==> src/rtl/bcd_pkg.sv <==
// rtl/bcd_pkg.sv - shared types, defaults and helpers for the sequential binary-to-BCD converter
package bcd_pkg;

    typedef enum logic {
        IDLE  = 1'b0,
        SHIFT = 1'b1
    } state_t;

    localparam int BIN_W_DEF = 14;
    localparam int NDIG_DEF  = 4;
    localparam int CNT_W_DEF = $clog2(BIN_W_DEF + 1);

    function automatic int unsigned pow10(input int n);
        int unsigned p;
        p = 1;
        for (int i = 0; i < n; i++) begin
            p = p * 10;
        end
        return p;
    endfunction

endpackage

==> src/rtl/bcd_digit_adj.sv <==
// rtl/bcd_digit_adj.sv - double-dabble correction: add 3 to a BCD digit that is 5 or more
module bcd_digit_adj (
    input  logic [3:0] digit,
    output logic [3:0] adj
);

    // Wraps inside 4 bits; a valid digit 5..9 maps to 8..12, so no carry is ever lost.
    assign adj = (digit >= 4'd5) ? digit + 4'd3 : digit;

endmodule

==> src/rtl/bin_to_bcd_seq.sv <==
// rtl/bin_to_bcd_seq.sv - one-bit-per-clock binary-to-BCD converter with start/busy/done handshake
module bin_to_bcd_seq
    import bcd_pkg::*;
#(
    parameter int BIN_W = BIN_W_DEF,
    parameter int NDIG  = NDIG_DEF
) (
    input  logic                clock,
    input  logic                reset,
    input  logic [BIN_W-1:0]    bin_in,
    input  logic                start,
    output logic                busy,
    output logic                done,
    output logic [4*NDIG-1:0]   bcd_out,
    output logic                overflow
);

    localparam int                CW     = $clog2(BIN_W + 1);
    localparam int unsigned       MAXVAL = pow10(NDIG) - 1;
    localparam logic [CW-1:0]     LAST   = CW'(BIN_W - 1);
    localparam logic [4*NDIG-1:0] ALL9   = {NDIG{4'h9}};

    state_t              state;
    logic [BIN_W-1:0]    bin_sr;
    logic [BIN_W-1:0]    bin_next;
    logic [4*NDIG-1:0]   acc;
    logic [4*NDIG-1:0]   acc_adj;
    logic [4*NDIG-1:0]   acc_next;
    logic [CW-1:0]       cnt;
    logic                ovf_pend;

    for (genvar g = 0; g < NDIG; g++) begin : g_adj
        bcd_digit_adj u_adj (
            .digit (acc[4*g +: 4]),
            .adj   (acc_adj[4*g +: 4])
        );
    end

    // Bits shifted out of the top digit fall off; only matters when ovf_pend masks the result.
    assign {acc_next, bin_next} = {acc_adj, bin_sr} << 1;

    always_ff @(posedge clock or posedge reset) begin
        if (reset) begin
            state    <= IDLE;
            busy     <= 1'b0;
            done     <= 1'b0;
            bcd_out  <= '0;
            overflow <= 1'b0;
            bin_sr   <= '0;
            acc      <= '0;
            cnt      <= '0;
            ovf_pend <= 1'b0;
        end else begin
            done <= 1'b0;
            unique case (state)
                IDLE: begin
                    if (start) begin
                        bin_sr   <= bin_in;
                        acc      <= '0;
                        cnt      <= '0;
                        ovf_pend <= 64'(bin_in) > 64'(MAXVAL);
                        busy     <= 1'b1;
                        state    <= SHIFT;
                    end
                end
                SHIFT: begin
                    acc    <= acc_next;
                    bin_sr <= bin_next;
                    cnt    <= cnt + 1'b1;
                    if (cnt == LAST) begin
                        bcd_out  <= ovf_pend ? ALL9 : acc_next;
                        overflow <= ovf_pend;
                        done     <= 1'b1;
                        busy     <= 1'b0;
                        state    <= IDLE;
                    end
                end
                default: state <= IDLE;
            endcase
        end
    end

endmodule

==> config.mk <==
export PLATFORM = sky130hd
export DESIGN_NAME = bin_to_bcd_seq
export DESIGN_NICKNAME = d
export VERILOG_FILES = /design/src/rtl/bcd_pkg.sv /design/src/rtl/bcd_digit_adj.sv /design/src/rtl/bin_to_bcd_seq.sv
export SDC_FILE = /design/constraint.sdc
export NUM_CORES = 1
export LEC_CHECK = 0
export CORE_MARGIN = 4
export CORE_UTILIZATION = 34
export CTS_CLUSTER_DIAMETER = 60
export DETAILED_ROUTE_END_ITERATION = 8
export SYNTH_ARGS = -nofsm -noshare
export SYNTH_HDL_FRONTEND = slang
export SYNTH_HIERARCHICAL = 1
export SYNTH_SLANG_ARGS = --single-unit
==> constraint.sdc <==
create_clock -name clock -period 2.79 [get_ports clock]
set_clock_uncertainty 0.15 [all_clocks]
set_input_delay 0.4185 -clock clock [delete_from_list [all_inputs] [get_ports clock]]
set_output_delay 0.4185 -clock clock [all_outputs]
set_load 0.005 [all_outputs]
==> results.sh, run 1 <==
export IMPL_vdd_ir_drop_worst_uv=317
export IMPL_io_buffers=35
export IMPL_status="complete, no violations"
export IMPL_cp_end_kind="flip-flop"
export IMPL_route_detailed_drc=0
export IMPL_slew_headroom_pct=54.1
export IMPL_coreArea_um2=7410
export IMPL_dp_hpwl_um=3610
export IMPL_finalMaxSlewViolations=0
export IMPL_place_congestion=0.787
export IMPL_vias=1855
export IMPL_hp_class="in2async"
export IMPL_fill_cells=711
export IMPL_r2r_setup_slack_ns=0.90
export IMPL_cts_max_path_buffers=2
export IMPL_crit_path_frequent_cell="nand2_1"
export IMPL_final_common_cell="dfrtp_1"
export IMPL_drt_antenna_violating_nets=0
export IMPL_post_cts_setup_buffers=0
export IMPL_r2r_start="state"
export IMPL_drt_wl_total_um=4970
export IMPL_crit_fanout=30
export IMPL_cp_depth=5
export IMPL_power_leakage_nw=1.49
export IMPL_die_w_um=96.4
export IMPL_ys_warn_count=6
export IMPL_antenna_cells=0
export IMPL_required_ns=2.90
export IMPL_cp_arrival_ns=2.00
export IMPL_crit_chain="nand4_2, buf_4, inv_1, nand2_1, nand2_1"
export IMPL_antenna_found_initial=0
export IMPL_initial_utilization_pct=35.9
export IMPL_cts_tree="built"
export IMPL_die_h_um=96.4
export IMPL_fp_row_count=31
export IMPL_rsz0062_at_grt="no"
export IMPL_clk_transition_reported_paths_ns=0.11
export IMPL_cts_buffers=5
export IMPL_h_tree_depth=2
export IMPL_cts_hold_buffers=0
export IMPL_place_ws_ns=0.827
export IMPL_layout_common_cells="55 x dfrtp_1, 48 x nand2_1, 35 x clkdlybuf4s50_1, 33 x o21ai_0, 19 x mux2i_1"
export IMPL_slowest_delay_ns=0.80
export IMPL_finalHoldViolCount=0
export IMPL_fin_ws_ns=0.900
export IMPL_cts_resized=0
export IMPL_worst_path_dominant_cell_family="flip-flops"
export IMPL_endpoint="overflow"
export IMPL_tns_ns=0
export IMPL_grt_pass1_wl_um=8670
export IMPL_grt_pass1_vias=1801
export IMPL_worst_slew_pin_slew_ns=0.689
export IMPL_grt_overflow=0
export IMPL_drv_cap=0
export IMPL_drive_gt1_share_pct=7.38
export IMPL_ios=36
export IMPL_syn_num_nets=290
export IMPL_worstRegToRegCells=5
export IMPL_root_buffer="clkbuf_8"
export IMPL_power_mw=3.50
export IMPL_dr_pass1_iters=4
export IMPL_dieArea_um2=9300
export IMPL_wl_per_cell_um=12.5
export IMPL_critPathLaunchType="flip-flop"
export IMPL_slowest_stage="dfrtp_1"
export IMPL_setup_violations=0
export IMPL_crit_start="state"
export IMPL_drtIter0Drc=64
export IMPL_grtUsageTotal_pct=11.9
export IMPL_worstSkewPairLatency_ns=0.31
export IMPL_powerDensity_nw_per_um2=1090
export IMPL_avgSynthCellArea_um2=10.1
export IMPL_clock_sinks=55
export IMPL_final_min_clock_period_ns=1.89
export IMPL_syn2layout_area_growth_pct=20.7
export IMPL_via_per_inst=4.67
export IMPL_syn_cell_area_um2=2660
export IMPL_fin_nets=324
export IMPL_syn_inst=263
export IMPL_critPathKind="reg2reg"
export IMPL_reg2reg_to="overflow"
export IMPL_timing_final_crit_share_pct=67.7
export IMPL_max_freq_ghz=0.529
export IMPL_crit_buf_inv=2
export IMPL_grt_max_degree=34
-- worst min path at each step --
stage / endpoint / slack, ns
5_1_grt: busy / 0.28
2_1_floorplan: bin_sr[10] / 0.30
3_3_place_gp: overflow / 0.31
4_1_cts: busy / 0.26
6_report: busy / 0.25
3_5_place_dp: overflow / 0.31
-- flip-flops by register name (all words and copies together), names as in the netlist --
name      count
state         1
cnt           4
ovf_pend      1
done          1
acc          16
overflow      1
busy          1
bcd_out      16
bin_sr       14
-- metal layers --
metal | vias up | global-route usage (%) | wire length, µm
li1 | 954 | - | -
met1 | 850 | 16.9 | 2520
met2 | 43 | 17.8 | 2100
met3 | 8 | 2.94 | 277
met4 | 0 | 3.86 | 76
met5 | - | 0 | 0
-- stage by stage --
| stage | utilization [%] | area [µm²] | instances | hold slack [ns] |
|---|---|---|---|---|
| after CTS | 43.3 | 3210 | 397 | 0.260 |
| after floorplan | - | 2660 | 263 | 0.299 |
| final | 43.3 | 3210 | 397 | 0.251 |
| after global placement | 41.8 | 3090 | 389 | 0.308 |
| after detailed placement | 41.8 | 3090 | 389 | 0.314 |
| after global routing | 43.3 | 3210 | 397 | 0.278 |
-- final cells by class --
| cell class | count | area (µm²) | share of cell area, % |
|---|---|---|---|
| repair buffers | 41 | 395 | 12.3 |
| flip-flops and latches | 55 | 1380 | 42.9 |
| inverters | 11 | 41.3 | 1.29 |
| well taps | 99 | 124 | 3.86 |
| clock inverters | 3 | 46.3 | 1.44 |
| multi-input cells | 183 | 1160 | 36.1 |
| clock buffers | 5 | 68.8 | 2.14 |
-- report_power, final --
part	internal [mW]	switching, mW	total [mW]
sequential	1.13	0.309	1.44
combinational	0.826	0.694	1.52
clock	0.271	0.273	0.543
No activity file was read; power rests on OpenSTA's default activity.
==> inputs of run 2 (changes only) <==
clock period = 1.8 ns   (was 2.79 ns; I/O delays follow)
==> run 2 against run 1 <==
Net effect:
- non-clock buffer count grew 7
- power up 59%
- via count increased by 4.5%
- hold slack worse by 0.075 ns
- combinational power grew 78%
- worst setup slack worse by 0.88 ns
- critical path depth is 2 higher
- critical endpoint is now acc[2]
==> results.sh, run 2 (synthesis gave the netlist of run 1 again) <==
export IMPL_drt_antenna_violating_nets=0
export IMPL_dp_hpwl_um=3600
export IMPL_drtIter0Drc=56
export IMPL_crit_fanout=3
export IMPL_layout_common_cells="53 x dfrtp_1, 48 x nand2_1, 35 x clkdlybuf4s50_1, 32 x o21ai_0"
export IMPL_tns_ns=0
export IMPL_worst_slew_pin_slew_ns=0.590
export IMPL_grt_pass1_vias=1780
export IMPL_cts_buffers=5
export IMPL_cp_arrival_ns=1.88
export IMPL_fin_nets=331
export IMPL_finalHoldViolCount=0
export IMPL_h_tree_depth=2
export IMPL_critPathKind="reg2reg"
export IMPL_io_buffers=35
export IMPL_route_detailed_drc=0
export IMPL_critPathLaunchType="flip-flop"
export IMPL_setup_violations=0
export IMPL_clk_transition_reported_paths_ns=0.10
export IMPL_seqCellArea_um2=1380
export IMPL_power_leakage_nw=1.52
export IMPL_die_w_um=96.4
export IMPL_grt_max_degree=56
export IMPL_multiInputGateArea_um2=1190
export IMPL_cts_max_path_buffers=2
export IMPL_via_per_inst=4.80
export IMPL_drt_wl_total_um=5270
export IMPL_slew_headroom_pct=60.7
export IMPL_fp_row_count=31
export IMPL_power_mw=5.58
export IMPL_finalMaxSlewViolations=0
export IMPL_grt_pass1_wl_um=8980
export IMPL_grtUsageTotal_pct=12.2
export IMPL_worstRegToRegCells=7
export IMPL_required_ns=1.90
export IMPL_ios=36
export IMPL_initial_utilization_pct=35.9
export IMPL_vdd_ir_drop_worst_uv=500
export IMPL_status="complete, no violations"
export IMPL_dieArea_um2=9300
export IMPL_clock_sinks=55
export IMPL_antenna_found_initial=0
export IMPL_final_util_pct=44.8
export IMPL_antenna_cells=0
export IMPL_powerDensity_nw_per_um2=1680
export IMPL_drv_cap=0
export IMPL_fill_cells=725
export IMPL_largest_registers="acc (16), bcd_out (16), bin_sr (14)"
export IMPL_syn2layout_area_growth_pct=24.9
export IMPL_final_common_cell="dfrtp_1"
export IMPL_dr_pass1_iters=4
export IMPL_hp_class="in2async"
export IMPL_worstSkewPairLatency_ns=0.31
export IMPL_cp_end_kind="flip-flop"
export IMPL_root_buffer="clkbuf_8"
export IMPL_wl_per_cell_um=13.1
export IMPL_max_freq_ghz=0.561
export IMPL_coreArea_um2=7410
export IMPL_final_min_clock_period_ns=1.78
export IMPL_drive_gt1_share_pct=12.5
export IMPL_vias=1938
export IMPL_cts_tree="built"
export IMPL_grt_overflow=0
export IMPL_die_h_um=96.4
export IMPL_timing_final_crit_share_pct=99.0
export IMPL_place_congestion=0.737
run 2: path summary, 6_finish.rpt:
| path | startpoint | to | slack [ns] |
|---|---|---|---|
| max reg2reg | acc[1] | acc[2] | 0.02 |
| max in group asynchronous | reset | acc[8] | 1.07 |
| min in group clock | overflow | overflow | 0.33 |
| max | acc[1] | acc[2] | 0.02 |
| min reg2reg | overflow | overflow | 0.33 |
| min | reset | bin_sr[8] | 0.18 |
run 2: critical path, cell delays in order, from the launching register on:
cell      delay, ns
dfrtp_1        0.42
inv_2          0.09
ha_2           0.22
nand2b_4       0.06
a21oi_2        0.20
mux2i_2        0.30
buf_4          0.15
a22o_1         0.12
run 2: power by group:
part           switching, mW  internal, mW
Combinational           1.21          1.48
Clock                  0.406         0.273
Sequential             0.452          1.75
Total                   2.07          3.51
run 2: area by class of cell:
class                           instances  area share [%]
Clock buffer                            6            2.19
Clock inverter                          2           0.377
Inverter                               11            1.24
Multi-Input combinational cell        183            35.9
Sequential cell                        55            41.5
Tap cell                               99            3.73
Timing Repair Buffer                   48            15.0
run 2: layer usage:
metal	vias to the layer above	routed length, µm	global-route usage [%]
met2	42	2220	18.1
met1	923	2700	17.7
met3	5	313	3.33
met5	-	0	0
li1	968	-	-
met4	0	41	2.80
run 2: timing repair:
action | 4_1_cts | 5_1_grt
resized for setup | 0 | 12
setup endpoints to repair | 0 | 5
setup buffers | 0 | 4
hold buffers | 0 | 0
hold endpoints to repair | 0 | 0
run 2: through the flow:
step | instances | instance area, µm² | setup slack, ns | hold WS [ns]
floorplan | 263 | 2660 | 0.0371 | 0.276
global placement | 392 | 3170 | 0.0728 | 0.311
detailed placement | 392 | 3170 | 0.0498 | 0.312
CTS | 400 | 3250 | 0.0262 | 0.184
global route | 404 | 3320 | -0.0500 | 0.199
finish | 404 | 3320 | 0.0175 | 0.176
==> inputs of run 3 (changes only) <==
SYNTH_HIERARCHICAL = default   (was 1)
==> run 3 against run 2 <==
Net effect:
- cell area increased by 1.5%
- worst setup slack improved by 0.10 ns
- register-to-register slack improved by 0.10 ns
- clock power increased by 23%
- sequential power about the same
- largest power group unchanged
- global-route usage increased by 0.64 points
- utilization increased by 0.69 points
- sequential share of layout area decreased by 0.67 points
- clock-buffer cell count unchanged
==> results.sh, run 3 <==
export IMPL_status="complete, no violations"
export IMPL_initial_utilization_pct=35.7
export IMPL_wl_per_cell_um=13.3
export IMPL_syn_num_nets=280
export IMPL_fin_nets=324
export IMPL_drv_cap=0
export IMPL_worst_slew_pin_slew_ns=0.386
export IMPL_worst_path_dominant_cell_family="flip-flops"
export IMPL_fill_cells=703
export IMPL_power_internal_mw=3.58
export IMPL_vias=1873
export IMPL_cts_max_path_buffers=2
export IMPL_r2r_start="acc[9]"
export IMPL_fp_row_count=31
export IMPL_required_ns=1.90
export IMPL_die_w_um=96.2
export IMPL_drt_wl_total_um=5280
export IMPL_avgSynthCellArea_um2=10.5
export IMPL_grtUsageTotal_pct=12.8
export IMPL_cts_tree="built"
export IMPL_grt_overflow=0
export IMPL_synthArstFlopShare_pct=100
export IMPL_routedLengthMet1_um=2590
export IMPL_layout_common_cells="54 x dfrtp_1, 35 x clkdlybuf4s50_1, 26 x nand2_1, 22 x mux2i_1"
export IMPL_power_frac_seq_pct=40.4
export IMPL_final_min_clock_period_ns=1.68
export IMPL_largest_registers="acc (16), bcd_out (16), bin_sr (14)"
export IMPL_syn_inst=253
export IMPL_muxShareOfSynthArea_pct=9.12
export IMPL_synth_xor_area_share_pct=1.32
export IMPL_antenna_found_initial=0
export IMPL_wl_met2_um=2460
export IMPL_ys_flop_type="dfrtp_1"
export IMPL_synth_top_cell_by_area="dfrtp_1"
export IMPL_cp_end_kind="flip-flop"
export IMPL_finalHoldViolCount=0
export IMPL_synth_edf_count=0
export IMPL_final_util_pct=45.5
export IMPL_placed_cell_area_um2=3220
export IMPL_dp_hpwl_um=3740
export IMPL_crit_fanout=4
export IMPL_worstSkewPairLatency_ns=0.30
export IMPL_synthAdderAreaFrac_pct=4.73
export IMPL_place_congestion=0.726
export IMPL_h_tree_depth=2
export IMPL_switching_share_pct=35.2
export IMPL_p_clk_share_pct=15.1
export IMPL_hp_class="in2async"
export IMPL_drt_antenna_violating_nets=0
export IMPL_ys_types=28
export IMPL_grt_pass1_vias=1832
export IMPL_grt_pass1_wl_um=9110
export IMPL_synthMostInstantiatedCell="dfrtp_1"
export IMPL_synthTopCellsByCount="55 x dfrtp_1, 26 x nand2_1, 23 x mux2i_1"
export IMPL_worstRegToRegCells=6
export IMPL_synth_seq_area_share_pct=52.0
export IMPL_antenna_cells=0
export IMPL_slew_headroom_pct=73.6
export IMPL_routed_top_layer="met4"
export IMPL_drtIter0Drc=64
export IMPL_timing_final_crit_share_pct=93.3
export IMPL_fin_area_um2=3370
export IMPL_dieArea_um2=9260
export IMPL_reg2reg_to="bcd_out[10]"
export IMPL_coreArea_um2=7410
export IMPL_fin_ws_ns=0.121
export IMPL_syn2layout_area_growth_pct=27.4
export IMPL_clk_transition_reported_paths_ns=0.10
export IMPL_critPathLaunchType="flip-flop"
export IMPL_synth_seq_cells=55
export IMPL_power_switching_mw=1.95
export IMPL_r2r_setup_slack_ns=0.12
export IMPL_root_buffer="clkbuf_8"
export IMPL_io_buffers=35
export IMPL_powerDensity_nw_per_um2=1640
export IMPL_route_detailed_drc=0
export IMPL_crit_chain="inv_1, ha_2, nand2b_1, a21oi_2, mux2i_2, a22o_1"
export IMPL_route_met3_wl_um=137
export IMPL_netlist_area_leader_share_pct=52.0
export IMPL_crit_buf_inv=1
export IMPL_drive_gt1_share_pct=12.8
export IMPL_max_freq_ghz=0.596
export IMPL_syn_cell_area_um2=2650
export IMPL_combPwrFrac_pct=44.4
export IMPL_yosys_top_cells_area="dfrtp_1 52%, mux2i_1 8.7%, ha_1 4.7%"
export IMPL_vdd_ir_drop_worst_uv=458
export IMPL_yosys_area_share_simple_pct=12.4
export IMPL_finalMaxSlewViolations=0
export IMPL_slowest_delay_ns=0.38
export IMPL_cp_arrival_ns=1.78
export IMPL_via_per_inst=4.72
export IMPL_grt_max_degree=65
export IMPL_setup_violations=0
export IMPL_cts_buffers=5
export IMPL_dr_pass1_iters=4
export IMPL_ios=36
export IMPL_die_h_um=96.2
export IMPL_power_mw=5.53
export IMPL_power_leakage_nw=1.54
export IMPL_post_cts_setup_buffers=0
export IMPL_place_ws_ns=-0.00699
export IMPL_synth_top_family_by_area="compound AO/OA/AOI/OAI gates"
export IMPL_fin_hold_ws_ns=0.0869
export IMPL_critPathKind="reg2reg"
export IMPL_final_common_cell="dfrtp_1"
export IMPL_slowest_stage="dfrtp_1"
export IMPL_synth_compound_area_share_pct=16.0
export IMPL_clock_sinks=55
export IMPL_ys_warn_count=0
==> run 3: cell families (layout without fill, tap and decap cells) <==
group / count (synthesis) / count (layout)
flip-flops: 55 / 55
buffers and inverters: 26 / 71
multiplexers: 24 / 24
adder cells (fa/ha/maj): 10 / 10
AND/OR/NAND/NOR: 67 / 67
XOR/XNOR: 4 / 4
AO/OA/AOI/OAI: 67 / 67
==> run 3: cell type report <==
class | count | area [µm²] | share of cell area [%]
clock inverter | 2 | 35.0 | 1.04
timing repair buffer | 50 | 520 | 15.4
multi-input combinational | 172 | 1180 | 35.1
clock buffer | 6 | 82.6 | 2.45
tap | 99 | 124 | 3.67
inverter | 13 | 48.8 | 1.45
sequential | 55 | 1380 | 40.9
==> run 3: timing repair <==
action,CTS,global route
hold buffers,0,0
resized for setup,1,10
endpoints found under the setup margin,1,9
==> run 3: power groups by stage <==
stage | Combinational (mW) | Clock, mW | Sequential, mW
6_report | 2.46 | 0.838 | 2.24
3_3_place_gp | 2.39 | 0 | 2.24
3_5_place_dp | 2.41 | 0 | 2.25
4_1_cts | 2.43 | 0.873 | 2.23
2_1_floorplan | 1.62 | 0 | 2.14
5_1_grt | 2.79 | 0.923 | 2.32
==> run 3: layer usage <==
| metal | vias to the layer above | track usage (%) |
|---|---|---|
| li1 | 971 | - |
| met1 | 868 | 17.4 |
| met4 | 0 | 5.33 |
| met5 | - | 0 |
| met2 | 29 | 20.0 |
| met3 | 5 | 2.35 |
==> run 3: how the worst max path moves through the flow <==
| stage | endpoint | cells after the start | from |
|---|---|---|---|
| global route | bcd_out[10] | 6 | acc[9] |
| global placement | ovf_pend | 5 | bin_in[6] |
| floorplan | acc[0] | 1 | reset |
| CTS | bcd_out[11] | 6 | cnt[1] |
| finish | bcd_out[10] | 6 | acc[9] |
| detailed placement | ovf_pend | 5 | bin_in[6] |
==> run 3: through the flow <==
step,cells,setup TNS [ns]
final,397,0
after global routing,397,-0.00622
after CTS,397,0
after detailed placement,389,-0.00699
after global placement,389,0
after floorplan,253,0
==> variant: new RTL, flow settings as in run 3 <==
Change the package constant `NDIG_DEF` from 4 to 8.
--- a/src/rtl/bcd_pkg.sv
+++ b/src/rtl/bcd_pkg.sv
@@ -7,7 +7,7 @@
     } state_t;
 
     localparam int BIN_W_DEF = 14;
-    localparam int NDIG_DEF  = 4;
+    localparam int NDIG_DEF  = 8;
     localparam int CNT_W_DEF = $clog2(BIN_W_DEF + 1);
 
     function automatic int unsigned pow10(input int n);
Interface: changed (resized bcd_out); port bits go from 36 to 52. No check against the original RTL was run, so the function may have changed too.
==> variant against run 3 <==
  * Count of clock-buffer cells in the layout grew 6
  * Maximum frequency decreased by 2.5%
  * Sequential cell count rose by 30
  * Wire length rose by 66%
  * Final area is 56% higher
  * Highest routed layer unchanged
  * Total power grew 75%
  * Hold slack better by 0.11 ns
  * Worst setup slack lost 0.043 ns
  * Synthesized area rose by 56%
  * Die area increased by 51%
  * Largest power group unchanged
==> variant: results (changes against run 3) <==
- Result of the run: finished, final reports clean (unchanged).
- The internal power contribution is 6293 µW (was 3584 µW).
- The total cell area at the placement stage is 4865 µm² (was 3217 µm²).
- The slack of the worst reg-to-reg path is 0.08 ns (was 0.12 ns).
- The number of global-route vias before repair is 3168 (was 1832).
- The final-layout fill cell count is 1128 (was 703).
- Most frequent cells after synthesis: dfrtp_1 (85), nand2_1 (56), o21ai_0 (52) (was dfrtp_1 (55), nand2_1 (26), mux2i_1 (23)).
- The placer congestion estimate is 0.7469 (was 0.7262).
- The worst endpoint data arrival time is 1.80 ns (was 1.78 ns).
- The instance count of the mapped netlist was 396 (was 253).
- The number of gates resized after CTS is 2 (was 1).
- The clock root buffer is clkbuf_16 (was clkbuf_8).
- The unique cell type count in the Yosys netlist is 31 (was 28).
- The sum of net half-perimeters after detailed placement came to 5.885 mm (was 3.741 mm).
- The global routing met3 resource utilization is 3.541% (was 2.346%).
- The total nets after synthesis is 431 (was 280).
- The post-synthesis xor/xnor area fraction was 1.693% (was 1.323%).
- The adder-cell share of the synthesized area was 5.441% (was 4.726%).
- The sum of routed wire length over all layers is 8.782 mm (was 5.281 mm).
- The number of buffers added on ports is 50 (was 35).
- The total number of H-tree levels is 3 (was 2).
- Area contributors post-synth: dfrtp_1 (51%), o21ai_0 (6.3%), ha_1 (5.4%) (was dfrtp_1 (52%), mux2i_1 (8.7%), ha_1 (4.7%)).
- The fraction of the mapped netlist area in compound gates is 14.21% (was 15.97%).
- The average vias per placed instance was 4.924 (was 4.718).
- The length of routed met3 wiring came to 323 µm (was 137 µm).
- The leakage dissipation is 0.002329 µW (was 0.001543 µW).
- The initial antenna violation count is 0 (unchanged).
- The number of remaining DRC errors is 0 (unchanged).
- The power share of the combinational group is 43.0% (was 44.4%).
- The detailed router's first-iteration violation count came to 98 (was 64).
- The routed length on met2 is 4.175 mm (was 2.459 mm).
- Largest registers in the final layout: acc x32, bcd_out x32, bin_sr x14 (was acc x16, bcd_out x16, bin_sr x14).
- The clock-pin slew on the worst setup and hold paths came to 0.06 ns (was 0.10 ns).
- The wire length of the first global-routing pass is 15.24 mm (was 9.108 mm).
- The clock network power is 2040 µW (was 838 µW).
- The final hold slack is 0.1985 ns (was 0.08694 ns).
- The worst voltage drop across the vdd grid is 606.3 µV (was 457.5 µV).
- The overall global routing resource usage is 13.44% (was 12.83%).
- The met1 layer wirelength in the final routing is 4.104 mm (was 2.592 mm).
- The sequential share of the synthesized area came to 51.39% (was 51.98%).
- The worst slack at placement is -0.03703 ns (was -0.006990 ns).
- The delay of the slowest cell on the worst path is 0.43 ns (was 0.38 ns).
- The total power of the final layout came to 9667 µW (was 5533 µW).
- The total number of vias is 2974 (was 1873).
- The largest net degree at the start of global routing was 45 (was 65).
- The number of cells after detailed placement is 587 (was 389).
- The met2 capacity usage during global routing is 21.90% (was 20.01%).
- The share of the clock period used by the worst path after layout is 95.67% (was 93.26%).
- The number of nets in the layout is 487 (was 324).
- The portion of netlist area occupied by mux cells was 9.462% (was 9.121%).
- The fraction of layout instances using a drive strength above 1 is 15.10% (was 12.75%).
- The routing usage on met1 was 16.80% (was 17.44%).
-- variant: path summary, 6_finish.rpt --
kind	from	depth (start not counted)	to
max reg2reg	acc[24]$_DFFE_PP0P_	6	bcd_out[25]$_DFFE_PP0P_
max	acc[24]$_DFFE_PP0P_	6	bcd_out[25]$_DFFE_PP0P_
min in group clock	bcd_out[27]$_DFFE_PP0P_	2	bcd_out[27]$_DFFE_PP0P_
max in group asynchronous	reset	3	bcd_out[24]$_DFFE_PP0P_
min	reset	3	bin_sr[10]$_DFFE_PP0P_
min reg2reg	bcd_out[27]$_DFFE_PP0P_	2	bcd_out[27]$_DFFE_PP0P_
-- variant: final cells by class --
| cell class | count | area, µm² | area share (%) |
|---|---|---|---|
| tap | 147 | 183.9 | 3.505 |
| sequential | 85 | 2128 | 40.56 |
| multi-input combinational | 270 | 1854 | 35.34 |
| clock inverter | 4 | 70.07 | 1.335 |
| timing repair buffer | 66 | 670.6 | 12.78 |
| clock buffer | 12 | 256.5 | 4.888 |
| inverter | 20 | 83.83 | 1.598 |
